`src/rtl/h_tree_capture_misr.sv`:
```
// Capture stage for the H-tree test-load logic cloud: registers qualified cloud
// outputs, compacts them into a MISR and hands the final signature over valid/ready.
//
// state   | meaning
// IDLE    | waiting for start; last run's signature and count remain visible
// CAPTURE | absorbing cap_in on cap_valid cycles until target captures are counted
// DONE    | final signature presented; waits for sig_ready
module h_tree_capture_misr #(
    parameter int DATA_W = 6,
    parameter int SIG_W = 16,
    parameter logic [SIG_W-1:0] POLY = 16'h1021,
    parameter logic [SIG_W-1:0] SEED = 16'hFFFF,
    parameter int CNT_W = 16
) (
    input  logic             clk,
    input  logic             rst_n,
    input  logic             start,
    input  logic [CNT_W-1:0] num_caps,
    input  logic             cap_valid,
    input  logic [DATA_W-1:0] cap_in,
    output logic             busy,
    output logic [CNT_W-1:0] cap_count,
    output logic [SIG_W-1:0] sig_out,
    output logic             sig_valid,
    input  logic             sig_ready
);

    typedef enum logic [1:0] {
        IDLE    = 2'd0,
        CAPTURE = 2'd1,
        DONE    = 2'd2
    } state_t;

    state_t           state_q, state_d;
    logic [SIG_W-1:0] sig_q, sig_d;
    logic [CNT_W-1:0] count_q, count_d;
    logic [CNT_W-1:0] target_q, target_d;
    logic             sig_valid_q;
    logic [SIG_W-1:0] misr_next;

    assign misr_next = {sig_q[SIG_W-2:0], 1'b0}
                     ^ (sig_q[SIG_W-1] ? POLY : '0)
                     ^ {{(SIG_W-DATA_W){1'b0}}, cap_in};

    always_comb begin
        state_d  = state_q;
        sig_d    = sig_q;
        count_d  = count_q;
        target_d = target_q;
        unique case (state_q)
            IDLE: begin
                if (start) begin
                    sig_d   = SEED;
                    count_d = '0;
                    if (num_caps != '0) begin
                        target_d = num_caps;
                        state_d  = CAPTURE;
                    end else begin
                        state_d = DONE;
                    end
                end
            end
            CAPTURE: begin
                if (cap_valid) begin
                    sig_d   = misr_next;
                    count_d = count_q + 1'b1;
                    if (count_q == target_q - 1'b1)
                        state_d = DONE;
                end
            end
            DONE: begin
                if (sig_ready)
                    state_d = IDLE;
            end
            default: state_d = IDLE;
        endcase
    end

    always_ff @(posedge clk or negedge rst_n) begin
        if (!rst_n) begin
            state_q     <= IDLE;
            sig_q       <= SEED;
            count_q     <= '0;
            target_q    <= '0;
            sig_valid_q <= 1'b0;
        end else begin
            state_q     <= state_d;
            sig_q       <= sig_d;
            count_q     <= count_d;
            target_q    <= target_d;
            sig_valid_q <= (state_d == DONE);
        end
    end

    assign busy      = (state_q != IDLE);
    assign cap_count = count_q;
    assign sig_out   = sig_q;
    assign sig_valid = sig_valid_q;

endmodule

```
`config.mk`:
```
export PLATFORM = sky130hd
export DESIGN_NAME = h_tree_capture_misr
export DESIGN_NICKNAME = d
export VERILOG_FILES = /design/src/rtl/h_tree_capture_misr.sv
export SDC_FILE = /design/constraint.sdc
export NUM_CORES = 1
export LEC_CHECK = 0
export BUFFER_PORTS_ARGS = -buffer_cell sky130_fd_sc_hd__buf_2
export CORE_MARGIN = 10
export CORE_UTILIZATION = 51
export CTS_BUF_LIST = sky130_fd_sc_hd__clkbuf_8
export CTS_CLUSTER_DIAMETER = 50
export DETAILED_ROUTE_END_ITERATION = 7
export GPL_TIMING_DRIVEN = 0
export PLACE_DENSITY = 0.88
export REMOVE_ABC_BUFFERS = 1
export SYNTH_ARGS = -nofsm -noshare
export SYNTH_HDL_FRONTEND = slang
export SYNTH_SLANG_ARGS = --single-unit
```
`constraint.sdc`:
```
create_clock -name clk -period 2.1 [get_ports clk]
set_clock_uncertainty 0.05 [all_clocks]
set_input_delay 0.315 -clock clk [delete_from_list [all_inputs] [get_ports clk]]
set_output_delay 0.315 -clock clk [all_outputs]
set_load 0.02 [all_outputs]
```
Word level (Yosys, flattened, before mapping):

Cells that the tools add are included.

* equal/unequal tests: 6
* muxes and demuxes: 13
* bitwise gates (word level): 2
* reductions and logical operators: 6
* add/subtract/negate cells: 2

Operators with widths (count)
* two-way mux 16 bit: 4
* case mux 16 bit (2 select lines): 2
* adder 16 x 1 -> 16 bit, second input constant: 1
* equality test 16 bit: 1
* nonzero test 16 bit: 1
* subtractor 16 x 1 -> 16 bit, second input constant: 1
* bitwise XOR 16 x 13 -> 16 bit: 1
* bitwise XOR 16 x 6 -> 16 bit: 1
* two-way mux 13 bit: 1
* two-way mux 2 bit: 5
* case mux 2 bit (3 select lines): 1
* AND reduction 3 bit: 2
* equality test 2 bit, second input constant: 2
* inequality test 2 bit, second input constant: 2
* nonzero test 2 bit: 2
* equality test 2 x 1 -> 1 bit, second input constant: 1
* logical NOT 2 bit: 1

* flip-flop bits (word level): 51
* logic and storage cells: 34

Longest topological paths before layout:

* depth after elaboration: 6
* depth in mapped cells: 8

Worst setup path before layout:

No wires, ideal clock.

* path type: register to register
* from: register target_q[0]
* to: register state_q[0]
* path buffers: 0
* period minus slack after synthesis: 2.245 ns
* library setup time: 0.124 ns
* cell stages (with the launch flop): 9
* setup slack: -0.145 ns
* data arrival time: 2.072 ns
* path through: dfrtp_1 inv_1 ha_1 xor3_1 o2bb2a_2 a211oi_2 nand4_1 or4_1 a2bb2oi_1

* cells in the longest elaborated chain, start to end: 5

Ends and longest elaborated chain
* from (decl): line 37 `logic [CNT_W-1:0] target_q, target_d;`
* from (signal assigned): line 90 `target_q <= target_d;`
* subtractor 16 x 1 -> 16 bit: line 67 `if (count_q == target_q - 1'b1)`
* equality test 16 bit: line 67
* two-way mux 2 bit: line 67
* two-way mux 2 bit: line 64 `if (cap_valid) begin`
* case mux 2 bit (3 select lines): line 50 `unique case (state_q)`
* net state_d[0]: line 34 `state_t state_q, state_d;`
* to (signal assigned): line 87 `state_q <= state_d;`
* to (decl): line 34

The timed path passes the listed nets, and every way through them passes these cells.
A chain may end at the register's enable or synchronous reset.

Worst setup path in the final report:

* from: register target_q[1]
* to: register state_q[0]

The elaborated chain is that of the path after synthesis.

==> results.toml <==
[sta]
worst_hold_slack_ns = 0.1637
rsz0062_at_grt = "true"
final-setup-viol-count = 3
setup_ws_ns = -0.1401
tns_ns = -0.3683
slew_headroom_pct = 25.74
slew_viol_final = 0
min_period_over_period_pct = 106.7
final-hold-violation-count = 0
max_freq_ghz = 0.4464
finalCriticalPeriod_ns = 2.240
worst_slew_pin_slew_ns = 1.114

[routing]
drt_iter0_drc = 180
dr_total_vias = 2288
viasPerCell = 5.734
drt_first_pass_iters = 4
drc_errors = 0
ant_nets = 0
wl_per_cell_um = 17.78
totalWireLength_um = 7094

[power_and_ir_drop]
power_frac_seq_pct = 41.8
power.internal_mw = 2.553
power_density_nw_per_um2 = 1210
p_sw_mw = 1.590
p_clk_share_pct = 17.5
peakVddDrop_mv = 0.5542
p_comb_share_pct = 40.7
swShare_pct = 38.38
power_leakage_nw = 1.500

[logic_synthesis]
syn_avg_cell_area_um2 = 10.72
synthCells = 255
synth_edf_count = 0
ys_warn_count = 0
synthFlopType = "dfrtp_1"
syn_area_um2 = 2734
yosysSeqAreaShare_pct = 47.41
yosysUniqueCellTypes = 48
synthArstFlopShare_pct = 100.0
ys_ff_latch = 51

[final_layout]
layout_commonest_cell = "buf_2"
drive_gt1_share_pct = 41.95
area.growth.synth_to_final_pct = 25.26
design_area_um2 = 3425
fin_nets = 357
fillerInstances = 415
n_antenna_cell = 0
multiInputGateArea_um2 = 1500
final_cell_mix = "buf_2, dfrtp_1, xor2_1"
seqCellArea_um2 = 1303

[global_route]
overflow = 0
grt_pass1_vias = 2321
globalRouteMet3Util_pct = 3.997
grt_use_met2_pct = 27.39
use_met1_pct = 18.85
busiest_layer = "met2"
antenna_found_initial = 0
grt_max_degree = 52
grt_pass1_wl_um = 11270
grt_usage_pct = 15.88

[outcome]
outcome = "finished, violations left"
violations = "negative setup slack"

[placement]
place_congestion = 0.9301
pre_cts_slack_ns = -0.7789
dpl_cell_area_um2 = 3088
hpwl_um = 4877
io_buffers = 60

[cts]
clk_pin_slew_ns = 0.09
cts-root-buf = "clkbuf_8"
hold_buffers = 0
clock-sinks = 51
cts_max_level = 2
clk_path_buf_depth = 2
cts_buffers = 5
clkLatencyLatePin_ns = 0.31
cts_tree = "built"

[floorplanning]
core_area_um2 = 5140
die_h_um = 93.22
fp.dieArea_um2 = 8689
die_w_um = 93.22
fp-row-count = 26
io_pins = 61
start_util_pct = 53.19

[worst_setup_path]
worstSetupEndpointType = "register"
cp-start-kind = "register"
r2r_slack_ns = -0.14
critPathKind = "reg2reg"
cp_max_fo = 4
cp.arrival_ns = 2.38
cp_data_required_time_ns = 2.24

[job]
maxCapViolCount = 0

[hold_path]
hold_class = "in2async"
## kinds of logic (layout without fill, tap and decap cells)
family | after synthesis | in the layout | share of synthesized area, %
AND/OR/NAND/NOR | 92 | 93 | 17.94
XOR/XNOR | 42 | 42 | 14.00
buffers and inverters | 12 | 85 | 1.922
multiplexers | 18 | 18 | 7.323
AO/OA/AOI/OAI | 38 | 38 | 10.48
flip-flops | 51 | 51 | 47.41
adder cells (fa/ha/maj) | 2 | 2 | 0.9152
## routing by layer
| layer | vias up | part of all wire [%] | wire (um) |
|---|---|---|---|
| li1 | 1062 | - | - |
| met1 | 1135 | 43 | 3030 |
| met2 | 78 | 50 | 3558 |
| met3 | 13 | 5.7 | 401 |
| met4 | 0 | 1.5 | 103 |
| met5 | - | 0 | 0 |
## cell type report
| cell class | instances | area share, % |
|---|---|---|
| Multi-Input combinational cell | 193 | 43.81 |
| Inverter | 5 | 0.5480 |
| Clock inverter | 2 | 1.133 |
| Timing Repair Buffer | 72 | 11.51 |
| Tap cell | 70 | 2.558 |
| Sequential cell | 51 | 38.03 |
| Clock buffer | 6 | 2.411 |
## power by group through the flow
stage / clock network, mW / registers, mW / logic [mW]
after CTS: 0.736 / 1.71 / 1.62
final: 0.724 / 1.73 / 1.69
after global placement: 0 / 1.71 / 1.35
after floorplan: 0 / 1.84 / 0.843
after detailed placement: 0 / 1.73 / 1.39
after global routing: 0.778 / 1.77 / 1.83
## synth_stat cells, types with 2 or more instances
| cell | count | share of area [%] |
|---|---|---|
| xor2_1 | 26 | 8.3 |
| o211ai_1 | 2 | 0.55 |
| a21oi_1 | 4 | 0.73 |
| nor4b_1 | 2 | 0.64 |
| a31oi_1 | 2 | 0.46 |
| mux2i_1 | 2 | 0.73 |
| o21ai_1 | 2 | 0.37 |
| xnor2_1 | 15 | 4.8 |
| nor2b_1 | 3 | 0.69 |
| mux2_2 | 16 | 6.6 |
| nor3_1 | 6 | 1.1 |
| clkbuf_1 | 4 | 0.55 |
| and4_1 | 2 | 0.64 |
| dfstp_2 | 16 | 15 |
| nor4_1 | 6 | 1.4 |
| o31ai_1 | 4 | 1.1 |
| o22a_1 | 12 | 3.8 |
| nand3_1 | 13 | 2.4 |
| or4_1 | 2 | 0.55 |
| nand4_1 | 7 | 1.6 |
| nand2_1 | 12 | 1.6 |
| dfrtp_1 | 35 | 32 |
| nor2_1 | 28 | 3.8 |
| nor3b_1 | 2 | 0.55 |
| o21ai_0 | 4 | 0.73 |
| inv_1 | 5 | 0.69 |
| ha_1 | 2 | 0.92 |
## final timing paths
check / cells after the start / start / end
max in group asynchronous: 1 / rst_n / target_q[0]
min in group clk: 2 / num_caps[8] / target_q[8]
setup / recovery: 8 / target_q[1] / state_q[0]
setup reg to reg: 8 / target_q[1] / state_q[0]
hold / removal: 1 / rst_n / cap_count[9]
hold reg to reg: 2 / sig_out[13] / sig_out[13]
## repair_timing
action / 4_1_cts / 5_1_grt
setup buffers: 12 / 0
resized for setup: 22 / 7
pin swaps: 10 / 2
setup endpoints to repair: 29 / 22
gates cloned: 0 / 1
## stage by stage
stage	util (%)	std cells	power, mW
finish	66.63	399	4.143
global route	66.63	399	4.374
CTS	65.80	398	4.072
detailed placement	60.08	378	3.127
global placement	60.08	378	3.061
floorplan	-	248	2.681
## state kept, by name (all words and copies together) (netlist names)
signal	cells
sig_valid	1
cap_count	16
state_q	2
target_q	16
sig_out	16
## critical path: stages (launching register included)
cell and delay (ns):
dfrtp_1 0.43, inv_2 0.09, ha_4 0.15, xor3_1 0.24, o2bb2a_4 0.22, a211oi_2 0.15
nand4_1 0.15, or4_1 0.50, a2bb2oi_1 0.14
(Power assumes the default switching activity.)
